$ cat src/rtl/snow64_bfloat16_mul_arbiter.sv
// Round-robin front end that time-shares one Snow64BFloat16Mul instance
// between NUM_REQ requesters. One multiply is in flight at a time. The
// result goes back on a shared response bus, tagged with the owner's index.
// All outputs are registered.
module snow64_bfloat16_mul_arbiter #(
    parameter int NUM_REQ  = 4,
    parameter int ID_WIDTH = $clog2(NUM_REQ)
) (
    input  logic                  clk,
    input  logic                  rst,
    input  logic [NUM_REQ-1:0]    req_valid,
    input  logic [16*NUM_REQ-1:0] req_a,
    input  logic [16*NUM_REQ-1:0] req_b,
    output logic [NUM_REQ-1:0]    req_ready,
    output logic                  resp_valid,
    output logic [ID_WIDTH-1:0]   resp_id,
    output logic [15:0]           resp_data,
    output logic                  busy,
    output logic                  mul_start,
    output logic [15:0]           mul_a,
    output logic [15:0]           mul_b,
    input  logic                  mul_data_valid,
    input  logic [15:0]           mul_data
);

    typedef enum logic [1:0] {
        ST_INIT  = 2'd0,
        ST_IDLE  = 2'd1,
        ST_ISSUE = 2'd2,
        ST_WAIT  = 2'd3
    } state_t;

    localparam logic [ID_WIDTH:0]   NUM_REQ_EXT = (ID_WIDTH+1)'(NUM_REQ);
    localparam logic [ID_WIDTH-1:0] LAST_ID     = ID_WIDTH'(NUM_REQ - 1);

    state_t               state_q, state_d;
    logic                 guard_q, guard_d;
    logic [ID_WIDTH-1:0]  ptr_q, ptr_d;
    logic [ID_WIDTH-1:0]  grant_id_q, grant_id_d;

    logic [NUM_REQ-1:0]   req_ready_q, req_ready_d;
    logic                 mul_start_q, mul_start_d;
    logic                 resp_valid_q, resp_valid_d;
    logic                 busy_q, busy_d;
    logic [ID_WIDTH-1:0]  resp_id_q, resp_id_d;
    logic [15:0]          resp_data_q, resp_data_d;
    logic [15:0]          mul_a_q, mul_a_d;
    logic [15:0]          mul_b_q, mul_b_d;

    // Arbitration helpers
    logic                 done;
    logic                 can_grant;
    logic [ID_WIDTH-1:0]  ptr_after;
    logic [ID_WIDTH-1:0]  arb_base;
    logic [ID_WIDTH-1:0]  win_id;
    logic [ID_WIDTH-1:0]  win_off;
    logic [ID_WIDTH:0]    win_sum;
    logic [2*NUM_REQ-1:0] req_dbl;
    logic [NUM_REQ-1:0]   req_rot;
    logic [15:0]          op_a [NUM_REQ];
    logic [15:0]          op_b [NUM_REQ];

    // The multiplier's valid is only meaningful while waiting. Elsewhere it
    // may be a sticky leftover from an earlier result, so it is ignored.
    assign done = (state_q == ST_WAIT) && mul_data_valid;

    // The completing cycle also acts as an IDLE cycle. This lets the next
    // grant coincide with the response, so back-to-back operations run
    // every 3 cycles.
    assign can_grant = ((state_q == ST_IDLE) || done) && (|req_valid);

    assign ptr_after = (grant_id_q == LAST_ID) ? '0 : grant_id_q + 1'b1;

    // Once the pointer moves past the finishing owner, arbitration in the
    // same cycle must already use the advanced pointer.
    assign arb_base = done ? ptr_after : ptr_q;

    // Rotate the request vector so that bit 0 is the pointer position.
    assign req_dbl = {req_valid, req_valid};
    assign req_rot = req_dbl[{1'b0, arb_base} +: NUM_REQ];

    // Split the operand buses per requester and build the one-hot accept
    for (genvar gi = 0; gi < NUM_REQ; gi++) begin : g_req
        assign op_a[gi]        = req_a[16*gi +: 16];
        assign op_b[gi]        = req_b[16*gi +: 16];
        assign req_ready_d[gi] = can_grant && (win_id == ID_WIDTH'(gi));
    end

    // First requesting index at or above the pointer, wrapping modulo NUM_REQ
    always_comb begin
        win_off = '0;
        for (int k = NUM_REQ - 1; k >= 0; k--) begin
            if (req_rot[k]) begin
                win_off = ID_WIDTH'(k);
            end
        end
        win_sum = {1'b0, arb_base} + {1'b0, win_off};
        if (win_sum >= NUM_REQ_EXT) begin
            win_sum = win_sum - NUM_REQ_EXT;
        end
        win_id = win_sum[ID_WIDTH-1:0];
    end

    // State and output registers; reset discards everything in flight
    always_ff @(posedge clk or posedge rst) begin
        if (rst) begin
            state_q      <= ST_INIT;
            guard_q      <= 1'b0;
            ptr_q        <= '0;
            grant_id_q   <= '0;
            req_ready_q  <= '0;
            mul_start_q  <= 1'b0;
            resp_valid_q <= 1'b0;
            resp_id_q    <= '0;
            resp_data_q  <= '0;
            busy_q       <= 1'b0;
            mul_a_q      <= '0;
            mul_b_q      <= '0;
        end else begin
            state_q      <= state_d;
            guard_q      <= guard_d;
            ptr_q        <= ptr_d;
            grant_id_q   <= grant_id_d;
            req_ready_q  <= req_ready_d;
            mul_start_q  <= mul_start_d;
            resp_valid_q <= resp_valid_d;
            resp_id_q    <= resp_id_d;
            resp_data_q  <= resp_data_d;
            busy_q       <= busy_d;
            mul_a_q      <= mul_a_d;
            mul_b_q      <= mul_b_d;
        end
    end

    // Next-state logic. INIT gives an unreset multiplier two cycles to drain.
    always_comb begin
        state_d = state_q;
        guard_d = 1'b0;
        case (state_q)
            ST_INIT: begin
                guard_d = guard_q + 1'b1;
                if (guard_q) begin
                    state_d = ST_IDLE;
                end
            end
            ST_IDLE: begin
                if (can_grant) begin
                    state_d = ST_ISSUE;
                end
            end
            ST_ISSUE: begin
                state_d = ST_WAIT;
            end
            ST_WAIT: begin
                if (done) begin
                    state_d = can_grant ? ST_ISSUE : ST_IDLE;
                end
            end
            default: begin
                state_d = ST_INIT;
            end
        endcase
    end

    // Next values of the registered outputs and the grant bookkeeping
    always_comb begin
        mul_start_d  = can_grant;
        mul_a_d      = mul_a_q;
        mul_b_d      = mul_b_q;
        grant_id_d   = grant_id_q;
        resp_valid_d = done;
        resp_id_d    = resp_id_q;
        resp_data_d  = resp_data_q;
        ptr_d        = ptr_q;
        busy_d       = (state_d != ST_IDLE);
        if (can_grant) begin
            mul_a_d    = op_a[win_id];
            mul_b_d    = op_b[win_id];
            grant_id_d = win_id;
        end
        if (done) begin
            resp_id_d   = grant_id_q;
            resp_data_d = mul_data;
            ptr_d       = ptr_after;
        end
    end

    assign req_ready  = req_ready_q;
    assign mul_start  = mul_start_q;
    assign mul_a      = mul_a_q;
    assign mul_b      = mul_b_q;
    assign resp_valid = resp_valid_q;
    assign resp_id    = resp_id_q;
    assign resp_data  = resp_data_q;
    assign busy       = busy_q;

endmodule

$ cat config.mk
export PLATFORM = sky130hd
export DESIGN_NAME = snow64_bfloat16_mul_arbiter
export DESIGN_NICKNAME = d
export VERILOG_FILES = /design/src/rtl/snow64_bfloat16_mul_arbiter.sv
export SDC_FILE = /design/constraint.sdc
export NUM_CORES = 1
export LEC_CHECK = 0
export CORE_ASPECT_RATIO = 0.6
export CORE_UTILIZATION = 30
export CTS_CLUSTER_DIAMETER = 200
export DETAILED_ROUTE_END_ITERATION = 12
export HOLD_SLACK_MARGIN = 0.1
export PLACE_DENSITY = 0.61
export SLEW_MARGIN = 20
export SYNTH_ARGS = -nofsm -noshare
export SYNTH_HDL_FRONTEND = slang
export SYNTH_SLANG_ARGS = --single-unit
$ cat constraint.sdc
create_clock -name clk -period 3.68 [get_ports clk]
set_clock_uncertainty 0.15 [all_clocks]
set_input_delay 1.104 -clock clk [delete_from_list [all_inputs] [get_ports clk]]
set_output_delay 1.104 -clock clk [all_outputs]
set_load 0.01 [all_outputs]
==> results of run 1 <==
==> worst paths after layout <==
check | startpoint | end | cells after the start
max | mul_data_valid | mul_a[7] | 15
min | guard_q | guard_q | 1
max reg2reg | grant_id_q[0] | mul_a[7] | 13
min reg2reg | guard_q | guard_q | 1
max in group asynchronous | rst | mul_a[12] | 3
min in group asynchronous | rst | resp_data[6] | 2
==> layer usage <==
layer | global-route usage | wire (µm) | vias up | part of all wire
li1 | - | - | 2305 | -
met1 | 0.2762 | 7582 | 2260 | 0.49
met2 | 0.2878 | 6669 | 160 | 0.43
met3 | 0.05387 | 1131 | 8 | 0.073
met4 | 0.03775 | 104 | 0 | 0.0067
met5 | 0 | 0 | - | 0
==> Yosys cell counts, drive strengths merged <==
| cell type | n | area share |
|---|---|---|
| a211o | 21 | 0.039 |
| inv | 8 | 0.0064 |
| a21oi | 3 | 0.0032 |
| o41a | 1 | 0.0024 |
| or2 | 1 | 0.0013 |
| mux2 | 20 | 0.048 |
| clkbuf | 38 | 0.030 |
| o211ai | 1 | 0.0016 |
| nand3 | 14 | 0.015 |
| o22a | 1 | 0.0019 |
| or3 | 41 | 0.054 |
| o211a | 1 | 0.0021 |
| a221oi | 1 | 0.0056 |
| o32ai | 1 | 0.0019 |
| mux2i | 106 | 0.23 |
| dfrtp | 64 | 0.34 |
| nand2 | 18 | 0.014 |
| buf | 15 | 0.023 |
| nor3 | 48 | 0.051 |
| o21ai | 4 | 0.0042 |
| o2111ai | 43 | 0.080 |
| nand2b | 22 | 0.029 |
| xnor2 | 2 | 0.0037 |
| nor2 | 9 | 0.0072 |
| a21o | 2 | 0.0032 |
| ha | 2 | 0.0053 |
==> state kept, by name, summed over array words and instances, names as in the netlist <==
signal	cells
mul_start	1
state_q	2
grant_id_q	2
busy	1
mul_a	16
ptr_q	2
mul_b	16
req_ready	4
resp_valid	1
resp_id	2
guard_q	1
resp_data	16
==> critical path: cells and delay by family <==
kind	cells	cell delay, ns
AO/OA/AOI/OAI	3	0.54
AND/OR/NAND/NOR	2	0.39
buffers and inverters	6	0.75
adder cells (fa/ha/maj)	1	0.23
multiplexers	3	0.58
==> area by class of cell <==
class | count | area [µm²]
Tap cell | 203 | 254.0
Clock inverter | 6 | 67.56
Timing Repair Buffer | 263 | 2633
Fill cell | 1370 | 7586
Clock buffer | 10 | 239.0
Inverter | 8 | 30.03
Sequential cell | 64 | 1602
Multi-Input combinational cell | 362 | 2917
==> power by group <==
part / switching [µW] / leakage [µW] / internal, µW
combinational: 3040 / 0.00237 / 3190
clock: 339 / 0.000145 / 545
sequential: 196 / 0.000777 / 1060
==> through the flow <==
stage	util	hold slack [ns]	TNS (ns)	cells	worst slack [ns]
after CTS	0.5037	0.2721	0	916	0.05965
after global routing	0.5051	0.2843	0	916	0.01978
after global placement	0.4761	0.2597	-12.45	894	-0.5392
after detailed placement	0.4761	0.2646	-15.27	894	-0.6017
final	0.5051	0.2697	0	916	0.2106
after floorplan	-	0.2463	0	487	0.003157
==> cells by family after synthesis <==
family / count (synthesis)
compound gates: 79
xor+xnor: 2
fa+ha+maj: 2
buf+inv: 61
flops: 64
mux: 126
simple gates: 153
==> timing repair <==
action,CTS,global route
setup endpoints to repair,32,28
pin swaps,2,2
cloned,1,0
hold buffers,0,0
gates resized for setup,8,8
setup buffers,5,0
==> out/metrics.csv, run 1 <==
stage,metric,value,unit
clocking,htreeDepth,3,
clocking,cts_root_buf,clkbuf_16,
timing,slew_headroom,0.6079,
layout,antenna_cells,0,
floorplan,die_h,99.04,µm
global_routing,overflow,0,
detailed_routing,totalWireLength,15.49,mm
logic_synthesis,syn_area,4708,µm²
placement,place_area,7297,µm²
timing,setup_viol,0,
logic_synthesis,synth_adder_area_share,0.005315,
layout,fin_area,7741,µm²
logic_synthesis,synth_cell_types,33,
floorplan,num_rows,35,
critical_path,cp-start-kind,input pin,
timing,worstMarginPinSlew,0.5874,ns
global_routing,grt_max_degree,51,
clocking,clockBufferDepth,2,
floorplan,core_area,15330,µm²
floorplan,dieArea,16220,µm²
timing,fmax,0.2882,GHz
critical_path,crit_slowest_cell,or3_1,
placement,place_congestion,0.8125,
placement,dpl.hpwl,11.49,mm
outcome,status,finished clean,
critical_path,path_max_fanout,7,
critical_path,cp.required,3.80,ns
global_routing,grt.total_usage,0.1928,
clocking,clk_pin_slew,0.06,ns
critical_path,worstPathArrival,3.59,ns
layout,layout_commonest_cell,clkdlybuf4s50_1,
detailed_routing,drt_pre_antenna_iters,4,
logic_synthesis,synthMuxAreaShare,0.2740,
logic_synthesis,synth-compound-area-share,0.1451,
global_routing,grt_pass1_vias,4610,
timing,drv_slew,0,
logic_synthesis,synth-xor-area-share,0.003720,
detailed_routing,viasPerCell,5.167,
power,total_power,8374,µW
layout,nNetsFinal,861,
power,leakage,0.003293,µW
detailed_routing,initialDrtViolationCount,216,
detailed_routing,ant_nets,0,
timing,post-route-period-util,0.9428,
floorplan,start_util,0.3072,
timing,rsz0062_at_grt,no,
logic_synthesis,synth_top_family_by_area,multiplexers,
placement,io_buffers,207,
clocking,cts_buffers,9,
power,power_per_cell_area,1082,nW/µm²
floorplan,die_w,163.7,µm
floorplan,io_pins,208,
detailed_routing,routedWlPerCell,16.91,µm
logic_synthesis,yosys.area_share.simple,0.1725,
layout,syn_to_final_growth,64.42,%
worst_hold_path,min_path_type,flop to flop,
run,drv_cap,0,
timing,fin_crit,3.469,ns
power,ir_drop,0.5016,mV
critical_path,worstPathCellList,"clkbuf_2, nand3_2, inv_2, mux2i_4, inv_2, buf_4, o32ai_2, o22a_1, ha_4, clkbuf_4, buf_4, mux2i_2, or3_1, mux2i_1, a211o_1",
logic_synthesis,yosysSeqAreaShare,0.3402,
critical_path,critical_path_class,input pin to flop,
layout,layout-drive-gt1-share,0.1557,
clocking,clock_sinks,64,
detailed_routing,drcViolationCount,0,
logic_synthesis,syn_area_per_cell,9.668,µm²
critical_path,r2r_slack,0.56,ns
clocking,clock_latency,0.33,ns
logic_synthesis,synth-seq-cells,64,
timing,hold_violations,0,
critical_path,critPathMaxStageDelay,0.30,ns
global_routing,antenna_found_initial,0,
logic_synthesis,postSynthCellCount,487,
critical_path,crit_path_end_kind,flop,
clocking,cts_tree,yes,
logic_synthesis,synth.net_count,640,
global_routing,grt_pass1_wl,24.43,mm
layout,layout_common_cells,"clkdlybuf4s50_1, mux2i_1, dfrtp_1",
detailed_routing,vias,4733,
logic_synthesis,yosys_warnings,0,
No activity file was read; power rests on OpenSTA's default activity.
==> run 2, diff against run 1 <==
--- a/config.mk
+++ b/config.mk
@@ -5,12 +5,15 @@
 export SDC_FILE = /design/constraint.sdc
 export NUM_CORES = 1
 export LEC_CHECK = 0
+export CELL_PAD_IN_SITES_DETAIL_PLACEMENT = 0
+export CELL_PAD_IN_SITES_GLOBAL_PLACEMENT = 2
 export CORE_ASPECT_RATIO = 0.6
-export CORE_UTILIZATION = 30
+export CORE_UTILIZATION = 22
 export CTS_CLUSTER_DIAMETER = 200
 export DETAILED_ROUTE_END_ITERATION = 12
 export HOLD_SLACK_MARGIN = 0.1
-export PLACE_DENSITY = 0.61
+export PLACE_DENSITY = 0.75
+export SKIP_CTS_REPAIR_TIMING = 1
 export SLEW_MARGIN = 20
 export SYNTH_ARGS = -nofsm -noshare
 export SYNTH_HDL_FRONTEND = slang
==> run 2 against run 1 <==
Net effect: via count barely moved; non-clock buffer count fell by 2; final area rose by 2.5%; sequential share of layout area fell by 0.50 points; maximum frequency fell by 0.31%; combinational power rose by 3.9%; die area rose by 36%; flip-flop and latch count did not move; critical path type unchanged.
==> out/metrics.csv, run 2 (same netlist as run 1, synthesis figures left out) <==
stage,metric,value,unit,change
floorplan,die_h,115.3,µm,+16%
layout,nNetsFinal,859,,-0.23%
placement,place_area,7402,µm²,+1.4%
global_routing,grt_max_degree,70,,+37%
layout,layout_common_cells,"clkdlybuf4s50_1, mux2i_1, dfrtp_1",,
layout,antenna_cells,0,,unchanged
power,total_power,8709,µW,+4.0%
clocking,clk_pin_slew,0.06,ns,about the same
power,power_per_cell_area,1098,nW/µm²,+1.5%
clocking,htreeDepth,3,,unchanged
floorplan,start_util,0.2244,,-0.08278
floorplan,dieArea,22010,µm²,+36%
detailed_routing,routedWlPerCell,16.62,µm,-1.7%
clocking,clockBufferDepth,2,,unchanged
floorplan,num_rows,41,,+17%
run,drv_cap,0,,unchanged
detailed_routing,viasPerCell,4.782,,-7.5%
worst_hold_path,whs_path_depth,1,,unchanged
power,leakage,0.003300,µW,+0.21%
timing,fmax,0.2873,GHz,-0.31%
timing,setup_viol,0,,unchanged
placement,place_congestion,0.7972,,-1.9%
clocking,clock_sinks,64,,unchanged
timing,rsz0062_at_grt,no,,
critical_path,critical_path_class,input pin to flop,,
clocking,clock_latency,0.34,ns,about the same
timing,hold_ws,0.2755,ns,+0.005748 ns
placement,dpl.hpwl,12.07,mm,+5.0%
critical_path,path_max_fanout,10,,+3
layout,layout-drive-gt1-share,0.1603,,+0.004657
global_routing,grt.total_usage,0.1477,,-0.04504
timing,hold_violations,0,,unchanged
timing,post-route-period-util,0.9457,,+0.002943
outcome,status,finished clean,,
timing,slew_headroom,0.5631,,-0.04477
layout,syn_to_final_growth,68.46,%,
floorplan,die_w,190.9,µm,+17%
detailed_routing,drcViolationCount,0,,unchanged
critical_path,worstPathArrival,3.55,ns,-0.04 ns
clocking,cts_tree,yes,,
detailed_routing,initialDrtViolationCount,231,,+6.9%
placement,io_buffers,207,,unchanged
global_routing,grt_pass1_vias,4822,,+4.6%
critical_path,cp-start-kind,input pin,,
timing,fin_crit,3.480,ns,+0.01083 ns
power,ir_drop,0.4573,mV,-8.8%
floorplan,core_area,20980,µm²,+37%
critical_path,crit_path_end_kind,flop,,
floorplan,io_pins,208,,unchanged
global_routing,grt_pass1_wl,25.37,mm,+3.9%
critical_path,reg2reg_depth,13,,unchanged
layout,fillers,2061,,+50%
layout,fin_area,7931,µm²,+2.5%
detailed_routing,ant_nets,0,,unchanged
detailed_routing,drt_pre_antenna_iters,4,,unchanged
clocking,cts_root_buf,clkbuf_16,,
critical_path,cp.required,3.75,ns,-0.05 ns
global_routing,antenna_found_initial,0,,unchanged
timing,drv_slew,0,,unchanged
worst_hold_path,min_path_type,flop to flop,,
layout,layout_commonest_cell,clkdlybuf4s50_1,,
timing,worstMarginPinSlew,0.6544,ns,+0.06706 ns
detailed_routing,vias,4734,,+0.021%
global_routing,overflow,0,,unchanged
clocking,cts_buffers,9,,unchanged
layout,fin_util,0.3780,,-0.1270
detailed_routing,totalWireLength,16.45,mm,+6.2%
## run 2: cell types whose count changed in the layout (fill, tap and decap cells not counted), sizes merged
cell          delta
inv              +1
bufinv           +1
dlymetal6s2s     +1
clkbuf           -1
bufbuf           -1
clkinvlp         -1
buf              -2
## run 2: layer usage
layer	vias to the layer above	wire, µm	global-route usage	part of all wire
met2	165	7240	0.2345	0.44
li1	2290	-	-	-
met1	2271	7901	0.1950	0.48
met4	0	95	0.03093	0.0058
met5	-	0	0	0
met3	8	1215	0.04853	0.074
## run 2: critical path, cell delays in order
cell,delay (ns)
clkdlybuf4s50_1,0.54
inv_1,0.09
o21ai_0,0.19
a21oi_1,0.09
o22a_1,0.21
ha_4,0.31
buf_12,0.14
buf_4,0.18
mux2i_1,0.25
or3_1,0.13
mux2i_1,0.07
a211o_1,0.23
## run 2: final timing paths
check	start	to	slack, ns
max	req_valid[2]	mul_b[6]	0.20
max in group asynchronous	rst	mul_b[6]	1.68
min in group asynchronous	rst	resp_data[4]	1.05
min	guard_q	guard_q	0.28
min reg2reg	guard_q	guard_q	0.28
max reg2reg	grant_id_q[0]	mul_b[6]	0.60
## run 2: area by class of cell
type / count / area (µm²) / share of cell area
clock inverter: 7 / 102.6 / 0.01294
inverter: 8 / 30.03 / 0.003786
multi-input combinational: 362 / 2944 / 0.3712
timing repair buffer: 261 / 2679 / 0.3378
clock buffer: 9 / 225.2 / 0.02840
sequential: 64 / 1602 / 0.2019
tap: 279 / 349.1 / 0.04401
## run 2: stage by stage
| stage | std cells | setup WS, ns | setup TNS, ns |
|---|---|---|---|
| final | 990 | 0.1998 | 0 |
| after global routing | 990 | 0.09763 | 0 |
| after CTS | 984 | -0.2819 | -3.661 |
| after detailed placement | 968 | -0.6310 | -15.60 |
| after global placement | 968 | -0.5618 | -13.53 |
| after floorplan | 487 | 0.003157 | 0 |
## run 2: where the power goes
group | leakage [µW] | switching (µW) | internal [µW]
registers | 0.000777 | 206 | 1060
logic | 0.00237 | 3130 | 3340
clock network | 0.000157 | 365 | 602
==> run 3, diff against run 2 <==
--- a/config.mk
+++ b/config.mk
@@ -13,6 +13,7 @@
 export DETAILED_ROUTE_END_ITERATION = 12
 export HOLD_SLACK_MARGIN = 0.1
 export PLACE_DENSITY = 0.75
+export REMOVE_ABC_BUFFERS = 1
 export SKIP_CTS_REPAIR_TIMING = 1
 export SLEW_MARGIN = 20
 export SYNTH_ARGS = -nofsm -noshare
==> run 3 against run 2 <==
Net effect: hold slack got worse by 0.0027 ns; utilization increased by 0.32 points; non-clock buffer count decreased by 2; flip-flop and latch count unchanged; die area unchanged; clock-buffer cell count increased by 2; total power increased by 4.7%; maximum frequency decreased by 0.81%; global-route usage decreased by 0.13 points; via count decreased by 0.93%.
==> out/metrics.csv, run 3 (same netlist as run 1, synthesis figures left out) <==
stage,metric,value,unit,change
placement,place_congestion,0.8078,,+1.3%
floorplan,num_rows,41,,unchanged
timing,fin_crit,3.509,ns,+0.02838 ns
clocking,clk_pin_slew,0.06,ns,about the same
clocking,cts_buffers,9,,unchanged
layout,layout_commonest_cell,clkdlybuf4s50_1,,
clocking,clockBufferDepth,2,,unchanged
layout,antenna_cells,0,,unchanged
detailed_routing,drcViolationCount,0,,unchanged
clocking,clock_sinks,64,,unchanged
power,leakage,0.003304,µW,+0.15%
timing,worstMarginPinSlew,0.6399,ns,-0.01448 ns
floorplan,start_util,0.2244,,unchanged
detailed_routing,ant_nets,0,,unchanged
critical_path,path_max_fanout,16,,+6
clocking,cts_tree,yes,,
timing,fmax,0.2850,GHz,-0.81%
critical_path,cp.required,3.75,ns,about the same
critical_path,critical_path_class,input pin to flop,,
clocking,clock_latency,0.34,ns,about the same
timing,slew_headroom,0.5727,,+0.009667
clocking,cts_root_buf,clkbuf_16,,
global_routing,grt_max_degree,61,,-13%
critical_path,cp-start-kind,input pin,,
timing,rsz0062_at_grt,no,,
placement,dpl.hpwl,11.77,mm,-2.5%
timing,hold_violations,0,,unchanged
placement,io_buffers,207,,unchanged
global_routing,grt.total_usage,0.1464,,-0.001342
global_routing,antenna_found_initial,0,,unchanged
floorplan,die_h,115.3,µm,unchanged
floorplan,core_area,20980,µm²,unchanged
detailed_routing,initialDrtViolationCount,272,,+18%
global_routing,overflow,0,,unchanged
outcome,status,finished clean,,
detailed_routing,drt_pre_antenna_iters,4,,unchanged
timing,setup_viol,0,,unchanged
worst_hold_path,min_path_type,flop to flop,,
clocking,htreeDepth,3,,unchanged
floorplan,io_pins,208,,unchanged
detailed_routing,vias,4690,,-0.93%
timing,drv_slew,0,,unchanged
critical_path,worstPathArrival,3.58,ns,+0.03 ns
detailed_routing,viasPerCell,4.747,,-0.73%
global_routing,grt_pass1_wl,25.03,mm,-1.4%
detailed_routing,routedWlPerCell,17.24,µm,+3.7%
detailed_routing,totalWireLength,17.03,mm,+3.5%
power,ir_drop,0.4284,mV,-6.3%
global_routing,grt_pass1_vias,4783,,-0.81%
floorplan,die_w,190.9,µm,unchanged
layout,fillers,2046,,-0.73%
floorplan,dieArea,22010,µm²,unchanged
layout,nNetsFinal,857,,-0.23%
layout,fin_util,0.3812,,+0.003220
layout,layout_common_cells,"clkdlybuf4s50_1, mux2i_1, dfrtp_1",,
layout,syn_to_final_growth,69.89,%,
critical_path,crit_path_end_kind,flop,,
timing,post-route-period-util,0.9534,,+0.007711
power,power_per_cell_area,1140,nW/µm²,+3.8%
layout,layout-drive-gt1-share,0.1707,,+0.01033
run,drv_cap,0,,unchanged
timing,hold_ws,0.2728,ns,-0.002685 ns
## run 3: final timing paths
kind | from | end | slack (ns) | cells past startpoint
max | mul_data_valid | mul_b[7] | 0.17 | 15
min | guard_q | guard_q | 0.27 | 1
max reg2reg | grant_id_q[0] | mul_b[7] | 0.56 | 13
max in group asynchronous | rst | mul_b[15] | 1.70 | 3
min reg2reg | guard_q | guard_q | 0.27 | 1
min in group asynchronous | rst | mul_b[11] | 1.02 | 2
## run 3: report_power, final
group          switching, µW  leakage (µW)  total, µW  internal, µW
sequential               196      0.000777       1260          1060
combinational           3380       0.00238       6970          3590
clock                    343      0.000145        885           542
total                   3920       0.00330       9120          5200
## run 3: critical path: stages
cell,delay [ns]
dlymetal6s2s_1,0.12
nand3_2,0.11
inv_2,0.08
mux2i_2,0.22
inv_1,0.09
a21oi_1,0.15
o32ai_1,0.11
o22a_1,0.24
ha_4,0.27
buf_8,0.15
buf_4,0.15
clkbuf_16,0.18
o2111ai_1,0.22
mux2i_1,0.11
a211o_1,0.27
## run 3: final cells by class
cell class | count | area, µm² | area share
clock buffer | 11 | 242.7 | 0.03035
clock inverter | 5 | 56.30 | 0.007039
inverter | 8 | 30.03 | 0.003754
multi-input combinational | 362 | 2983 | 0.3729
sequential | 64 | 1602 | 0.2002
tap | 279 | 349.1 | 0.04364
timing repair buffer | 259 | 2736 | 0.3421
## run 3: stage by stage
| step | power [µW] | setup WS (ns) | TNS (ns) | cells | instance area (µm²) |
|---|---|---|---|---|---|
| global placement | 6977 | -0.4449 | -11.86 | 960 | 7367 |
| CTS | 8108 | -0.2144 | -3.966 | 976 | 7666 |
| finish | 9116 | 0.1714 | 0 | 988 | 7999 |
| detailed placement | 7175 | -0.5749 | -15.50 | 960 | 7367 |
| global route | 9747 | 0.07536 | 0 | 988 | 7999 |
| floorplan | 4132 | -7.175 | -239.95 | 434 | 4459 |
## run 3: layer usage
| metal | share of wire | global-route usage |
|---|---|---|
| met1 | 0.48 | 0.1940 |
| met2 | 0.44 | 0.2341 |
| met3 | 0.069 | 0.04274 |
| met4 | 0.0068 | 0.03413 |
| met5 | 0 | 0 |
